<file path="src/rtl/spi_pkg.sv">
// Shared FSM encoding and clock-phase constants for the SPI slave responder.
package spi_pkg;

    typedef enum logic [1:0] {
        ST_WAIT_IDLE = 2'd0,
        ST_IDLE      = 2'd1,
        ST_SHIFT     = 2'd2,
        ST_DONE      = 2'd3
    } state_e;

    localparam int CPHA_SAMPLE_RISE = 0;
    localparam int CPHA_SAMPLE_FALL = 1;

endpackage

</file>
<file path="src/rtl/spi_sync.sv">
// Multi-flop synchronizer bringing an asynchronous SPI pin into the clk domain.
module spi_sync #(
    parameter int   STAGES  = 2,
    parameter logic RST_VAL = 1'b0
) (
    input  logic clk,
    input  logic rst,
    input  logic din,
    output logic dout
);

    logic [STAGES-1:0] sync_q;
    logic [STAGES-1:0] sync_d;

    always_comb begin
        sync_d = {sync_q[STAGES-2:0], din};
    end

    always_ff @(posedge clk) begin
        if (rst) begin
            sync_q <= {STAGES{RST_VAL}};
        end else begin
            sync_q <= sync_d;
        end
    end

    assign dout = sync_q[STAGES-1];

endmodule

</file>
<file path="src/rtl/spi_slave_responder.sv">
// Oversampled SPI slave (CPOL=0): shifts a WIDTH-bit frame each way, single-entry tx buffer,
// one-cycle rx/underrun/frame-error strobes and a completed-frame counter.
module spi_slave_responder
    import spi_pkg::*;
#(
    parameter int               WIDTH       = 16,
    parameter int               CPHA        = 0,
    parameter int               SYNC_STAGES = 2,
    parameter logic [WIDTH-1:0] DEFAULT_TX  = '0
) (
    input  logic             clk,
    input  logic             rst,
    input  logic             sclk,
    input  logic             ss,
    input  logic             mosi,
    output logic             miso,
    output logic             miso_oe,
    input  logic [WIDTH-1:0] tx_data,
    input  logic             tx_valid,
    output logic             tx_ready,
    output logic [WIDTH-1:0] rx_data,
    output logic             rx_valid,
    output logic             tx_underrun,
    output logic             frame_err,
    output logic [15:0]      frame_cnt
);

    localparam int CNT_W    = $clog2(WIDTH + 1);
    localparam int SETTLE_W = $clog2(SYNC_STAGES + 1);

    logic sclk_s, ss_s, mosi_s;

    spi_sync #(.STAGES(SYNC_STAGES), .RST_VAL(1'b0)) u_sync_sclk (
        .clk(clk), .rst(rst), .din(sclk), .dout(sclk_s));
    spi_sync #(.STAGES(SYNC_STAGES), .RST_VAL(1'b1)) u_sync_ss (
        .clk(clk), .rst(rst), .din(ss), .dout(ss_s));
    spi_sync #(.STAGES(SYNC_STAGES), .RST_VAL(1'b0)) u_sync_mosi (
        .clk(clk), .rst(rst), .din(mosi), .dout(mosi_s));

    state_e               state_q, state_d;
    logic                 sclk_prev_q, ss_prev_q;
    logic [SETTLE_W-1:0]  settle_q, settle_d;
    logic [WIDTH-1:0]     tx_buf_q, tx_buf_d;
    logic                 tx_full_q, tx_full_d;
    logic [WIDTH-1:0]     tx_shift_q, tx_shift_d;
    logic [WIDTH-1:0]     rx_shift_q, rx_shift_d;
    logic [WIDTH-1:0]     rx_data_q, rx_data_d;
    logic [CNT_W-1:0]     bit_cnt_q, bit_cnt_d, bit_cnt_inc;
    logic                 first_shift_q, first_shift_d;
    logic                 rx_valid_q, rx_valid_d;
    logic                 frame_err_q, frame_err_d;
    logic                 tx_underrun_q, tx_underrun_d;
    logic [15:0]          frame_cnt_q, frame_cnt_d;

    logic sclk_rise, sclk_fall, ss_fall, ss_rise;
    logic sample_edge, shift_edge, tx_accept;

    assign sclk_rise   = sclk_s & ~sclk_prev_q;
    assign sclk_fall   = ~sclk_s & sclk_prev_q;
    assign ss_fall     = ~ss_s & ss_prev_q;
    assign ss_rise     = ss_s & ~ss_prev_q;
    assign sample_edge = (CPHA == CPHA_SAMPLE_RISE) ? sclk_rise : sclk_fall;
    assign shift_edge  = (CPHA == CPHA_SAMPLE_RISE) ? sclk_fall : sclk_rise;
    assign tx_accept   = tx_valid & ~tx_full_q;
    assign bit_cnt_inc = bit_cnt_q + CNT_W'(1);

    always_comb begin
        state_d       = state_q;
        settle_d      = settle_q;
        tx_buf_d      = tx_buf_q;
        tx_full_d     = tx_full_q;
        tx_shift_d    = tx_shift_q;
        rx_shift_d    = rx_shift_q;
        rx_data_d     = rx_data_q;
        bit_cnt_d     = bit_cnt_q;
        first_shift_d = first_shift_q;
        frame_cnt_d   = frame_cnt_q;
        rx_valid_d    = 1'b0;
        frame_err_d   = 1'b0;
        tx_underrun_d = 1'b0;

        // Synchronizers still hold their reset value until the chain has refilled.
        if (settle_q != SETTLE_W'(SYNC_STAGES)) begin
            settle_d = settle_q + SETTLE_W'(1);
        end

        // A word accepted alongside an ss fall waits for the next frame.
        if (tx_accept) begin
            tx_buf_d  = tx_data;
            tx_full_d = 1'b1;
        end

        case (state_q)
            ST_WAIT_IDLE: begin
                if (settle_q == SETTLE_W'(SYNC_STAGES) && ss_s) begin
                    state_d = ST_IDLE;
                end
            end
            ST_IDLE: begin
                if (ss_fall) begin
                    state_d       = ST_SHIFT;
                    bit_cnt_d     = '0;
                    rx_shift_d    = '0;
                    first_shift_d = 1'b1;
                    if (tx_full_q) begin
                        tx_shift_d = tx_buf_q;
                        tx_full_d  = 1'b0;
                    end else begin
                        tx_shift_d    = DEFAULT_TX;
                        tx_underrun_d = 1'b1;
                    end
                end
            end
            ST_SHIFT: begin
                if (ss_rise) begin
                    frame_err_d = 1'b1;
                    state_d     = ST_IDLE;
                end else if (sample_edge) begin
                    rx_shift_d = {rx_shift_q[WIDTH-2:0], mosi_s};
                    bit_cnt_d  = bit_cnt_inc;
                    if (bit_cnt_inc == CNT_W'(WIDTH)) begin
                        rx_data_d   = rx_shift_d;
                        rx_valid_d  = 1'b1;
                        frame_cnt_d = frame_cnt_q + 16'd1;
                        state_d     = ST_DONE;
                    end
                end else if (shift_edge) begin
                    first_shift_d = 1'b0;
                    // In CPHA=1 the leading edge only presents the MSB that is already on miso.
                    if (!(CPHA == CPHA_SAMPLE_FALL && first_shift_q)) begin
                        tx_shift_d = {tx_shift_q[WIDTH-2:0], 1'b0};
                    end
                end
            end
            ST_DONE: begin
                if (ss_rise) begin
                    state_d = ST_IDLE;
                end
            end
            default: state_d = ST_WAIT_IDLE;
        endcase
    end

    always_ff @(posedge clk) begin
        if (rst) begin
            state_q       <= ST_WAIT_IDLE;
            sclk_prev_q   <= 1'b0;
            ss_prev_q     <= 1'b1;
            settle_q      <= '0;
            tx_buf_q      <= '0;
            tx_full_q     <= 1'b0;
            tx_shift_q    <= '0;
            rx_shift_q    <= '0;
            rx_data_q     <= '0;
            bit_cnt_q     <= '0;
            first_shift_q <= 1'b0;
            rx_valid_q    <= 1'b0;
            frame_err_q   <= 1'b0;
            tx_underrun_q <= 1'b0;
            frame_cnt_q   <= '0;
        end else begin
            state_q       <= state_d;
            sclk_prev_q   <= sclk_s;
            ss_prev_q     <= ss_s;
            settle_q      <= settle_d;
            tx_buf_q      <= tx_buf_d;
            tx_full_q     <= tx_full_d;
            tx_shift_q    <= tx_shift_d;
            rx_shift_q    <= rx_shift_d;
            rx_data_q     <= rx_data_d;
            bit_cnt_q     <= bit_cnt_d;
            first_shift_q <= first_shift_d;
            rx_valid_q    <= rx_valid_d;
            frame_err_q   <= frame_err_d;
            tx_underrun_q <= tx_underrun_d;
            frame_cnt_q   <= frame_cnt_d;
        end
    end

    // Stay off the bus while the remainder of a frame interrupted by reset goes by.
    assign miso_oe     = ~ss_s & (state_q != ST_WAIT_IDLE);
    assign miso        = (state_q == ST_SHIFT) ? tx_shift_q[WIDTH-1] : 1'b0;
    assign tx_ready    = ~tx_full_q;
    assign rx_data     = rx_data_q;
    assign rx_valid    = rx_valid_q;
    assign tx_underrun = tx_underrun_q;
    assign frame_err   = frame_err_q;
    assign frame_cnt   = frame_cnt_q;

endmodule

</file>
<file path="config.mk">
export PLATFORM = sky130hd
export DESIGN_NAME = spi_slave_responder
export DESIGN_NICKNAME = d
export VERILOG_FILES = /design/src/rtl/spi_pkg.sv /design/src/rtl/spi_sync.sv /design/src/rtl/spi_slave_responder.sv
export SDC_FILE = /design/constraint.sdc
export NUM_CORES = 1
export LEC_CHECK = 0
export BUFFER_PORTS_ARGS = -buffer_cell sky130_fd_sc_hd__buf_2
export CAP_MARGIN = 20
export CORE_ASPECT_RATIO = 1.4
export CORE_UTILIZATION = 50
export DETAILED_ROUTE_END_ITERATION = 8
export GPL_ROUTABILITY_DRIVEN = 0
export GPL_TIMING_DRIVEN = 1
export PLACE_DENSITY = 0.75
export REMOVE_ABC_BUFFERS = 1
export SYNTH_ARGS = -nofsm -noshare
export SYNTH_HDL_FRONTEND = slang
export SYNTH_SLANG_ARGS = --single-unit
</file>
<file path="constraint.sdc">
create_clock -name clk -period 2.6 [get_ports clk]
set_clock_uncertainty 0.1 [all_clocks]
set_input_delay 0.39 -clock clk [delete_from_list [all_inputs] [get_ports clk]]
set_output_delay 0.39 -clock clk [all_outputs]
set_load 0.03 [all_outputs]
</file>
==> qor.yml <==
p_clk_share_pct: 40.1
fillerInstances: 751
total_power_mw: 3.40
yosysWarnings: 0
synth_largest_area_cell: "dfxtp_1"
switchingPower_mw: 0.890
required_ps: 2110
seq_area_um2: 2000
synth-seq-cells: 100
r2r_slack_ps: 320
die-width_um: 80.0
slew_viol_final: 0
cts_root_buf: "clkbuf_16"
first_pass_iters: 4
p_int_mw: 2.51
r2r-start: "state_q[0]"
cts_buffers: 9
p_sw_share_pct: 26.2
hpwlAfterDp_mm: 5.64
synth_cells: 512
synth_edf_count: 0
cp.arrival_ps: 1800
finalNonFillerCells: 670
crit_type: "reg2out"
cts_htree_levels: 3
nets: 593
drc: 0
cts_tree: "built"
leakage_nw: 1.99
multiInputGateArea_um2: 2090
synth_top_area_share_pct: 47.0
fp.dieH_um: 111
syn_area_um2: 4260
grt_pass1_vias: 3321
setup_tns_ps: 0
max_freq_ghz: 0.437
setup_slack_ps: 310
rsz0062_at_grt: "no"
cp-startpoint: "state_q[0]"
cts_resized: 0
rows: 39
slew_headroom_pct: 32.0
synth.distinct_cells: 47
postCtsSetupBuffers: 0
syn_to_final_growth_pct: 15.9
vias: 3585
wl_per_cell_um: 12.4
finalHoldViolations: 0
crit_fanout: 56
avgSynthCellArea_um2: 8.31
initialDrtViolationCount: 251
cts_buffer_depth: 2
worst_slew_pin_slew_ps: 1020
synth_ff_type: "dfxtp_1"
ios: 60
port_buffers: 59
min_from: "ss"
grt_first_pass_wirelength_mm: 14.3
async_flop_share_pct: 0
numClockSinks: 100
drive_gt1_share_pct: 16.5
overflow: 0
holdBufCountCts: 0
die_area_um2: 8890
critPathCaptureType: "output port"
start_util_pct: 51.9
viasPerCell: 5.35
holdCritPathClass: "in2reg"
period_share_pct: 88.1
coreArea_um2: 8200
antenna_found_initial: 0
seq_area_frac_synth_pct: 47.0
grt_use_total_pct: 19.7
max_stage_delay_ps: 420
run_status: "complete, no violations"
setup_violations: 0
insertion_delay_ps: 340
n_antenna_cell: 0
peakVddDrop_uv: 460
regToRegEndpoint: "rx_shift_q[8]"
critPathSlowestCell: "buf_4"
r2r_cells: 8
crit_path_start_kind: "flip-flop"
hold_ws_ps: 129
clkTransAtPathRegs_ps: 70
drv_cap: 0
combPwrFrac_pct: 12.4
power_density_nw_per_um2: 690
grt_max_degree: 57
place_inst: 654
crit_end: "miso"
cp_cell_sequence: "inv_1, ha_1, buf_4, and2_1, buf_2"
seqPwrFrac_pct: 47.6
synth.area.top_cells: "dfxtp_1, nand2_1, mux2i_1"
dp_slack_ps: 327
wirelength_mm: 8.28
ant_nets: 0
fin_crit_ps: 2290
==> power by group through the flow <==
stage / clock (mW) / combinational [mW] / sequential (mW)
floorplan: 0 / 0.309 / 1.64
global placement: 0 / 0.400 / 1.65
detailed placement: 0 / 0.418 / 1.65
CTS: 1.39 / 0.425 / 1.62
global route: 1.44 / 0.470 / 1.62
finish: 1.36 / 0.421 / 1.62
==> layout by cell type (no fill, tap or decap), types with 3 or more instances in the layout <==
cell type	netlist	routed
buf_4	1	9
ha_1	8	8
and3_1	3	3
buf_2	4	59
o21ai_0	30	30
nor2b_1	8	8
nand2_1	109	109
dfxtp_1	100	100
nand4_1	6	6
mux2i_1	31	31
or2_2	4	4
or4_1	3	3
and2_1	19	19
nand3_1	10	10
clkinv_4	0	3
nor2_1	46	46
a21oi_1	46	46
nand2b_1	3	3
or3_1	6	6
o21a_1	3	3
nor3_1	5	5
clkbuf_16	0	9
inv_1	12	12
==> how the worst min path moves through the flow <==
stage                          end  slack (ps)  cells past startpoint
2_1_floorplan  u_sync_ss.sync_q[1]         290                      1
3_3_place_gp   u_sync_ss.sync_q[1]         290                      1
3_5_place_dp   u_sync_ss.sync_q[1]         300                      1
4_1_cts        u_sync_ss.sync_q[0]         120                      2
5_1_grt        u_sync_ss.sync_q[0]         130                      2
6_report       u_sync_ss.sync_q[0]         130                      2
==> worst max-delay path, delay by kind of cell (launching register included) <==
kind | cells | cell delay, ps
buffers and inverters | 3 | 720
DFF | 1 | 350
and+or+nand+nor | 1 | 190
adders and majority gates | 1 | 180
==> registers in the layout, summed over array words and instances (netlist names), 2 cells and up <==
signal	cells
tx_buf_q	16
settle_q	2
u_sync_mosi.sync_q	2
frame_cnt	16
rx_data	16
u_sync_ss.sync_q	2
rx_shift_q	15
state_q	2
tx_shift_q	16
bit_cnt_q	5
u_sync_sclk.sync_q	2
==> Yosys cell counts (2+ instances only) <==
| library cell | number |
|---|---|
| o21a_1 | 3 |
| ha_1 | 8 |
| buf_2 | 4 |
| dfxtp_1 | 100 |
| o31ai_1 | 2 |
| or3_1 | 6 |
| a311oi_1 | 2 |
| o21ai_0 | 30 |
| or4_1 | 3 |
| xnor2_1 | 2 |
| inv_1 | 12 |
| nand2b_1 | 3 |
| clkbuf_1 | 22 |
| nor3_1 | 5 |
| o311ai_0 | 2 |
| nor4_1 | 2 |
| mux2i_1 | 31 |
| nor2b_1 | 8 |
| nor2_1 | 46 |
| nand3_1 | 10 |
| o41ai_1 | 2 |
| mux2_2 | 2 |
| nand4_1 | 6 |
| or2_2 | 4 |
| a21oi_1 | 46 |
| nand2_1 | 109 |
| and3_1 | 3 |
| xor2_1 | 2 |
| and2_1 | 19 |
==> routing by layer <==
layer	vias to the layer above	routed length [µm]	track usage (%)
met5	-	0	0
met4	0	125	7.02
met3	10	339	3.62
met2	80	4120	34.1
met1	1665	3700	23.8
li1	1830	-	-
==> cells by family after synthesis <==
group / count (synthesis) / synth area share, %
AND/OR/NAND/NOR: 231 / 24.9
AO/OA/AOI/OAI: 95 / 13.0
buffers and inverters: 40 / 3.91
adder cells (fa/ha/maj): 9 / 2.59
XOR/XNOR: 4 / 0.823
flip-flops: 100 / 47.0
multiplexers: 33 / 7.82
==> cell type report <==
class	count	area share (%)
Multi-Input combinational cell	372	42.3
Clock inverter	7	1.70
Tap cell	102	2.59
Inverter	12	0.913
Timing Repair Buffer	68	7.35
Sequential cell	100	40.6
Clock buffer	9	4.56
==> stage by stage <==
stage | instance area (µm²) | util, %
after floorplan | 4140 | -
after global placement | 4630 | 56.4
after detailed placement | 4630 | 56.4
after CTS | 4930 | 60.2
after global routing | 4930 | 60.2
final | 4930 | 60.2
Note: power is estimated with default switching activity, not from simulation.
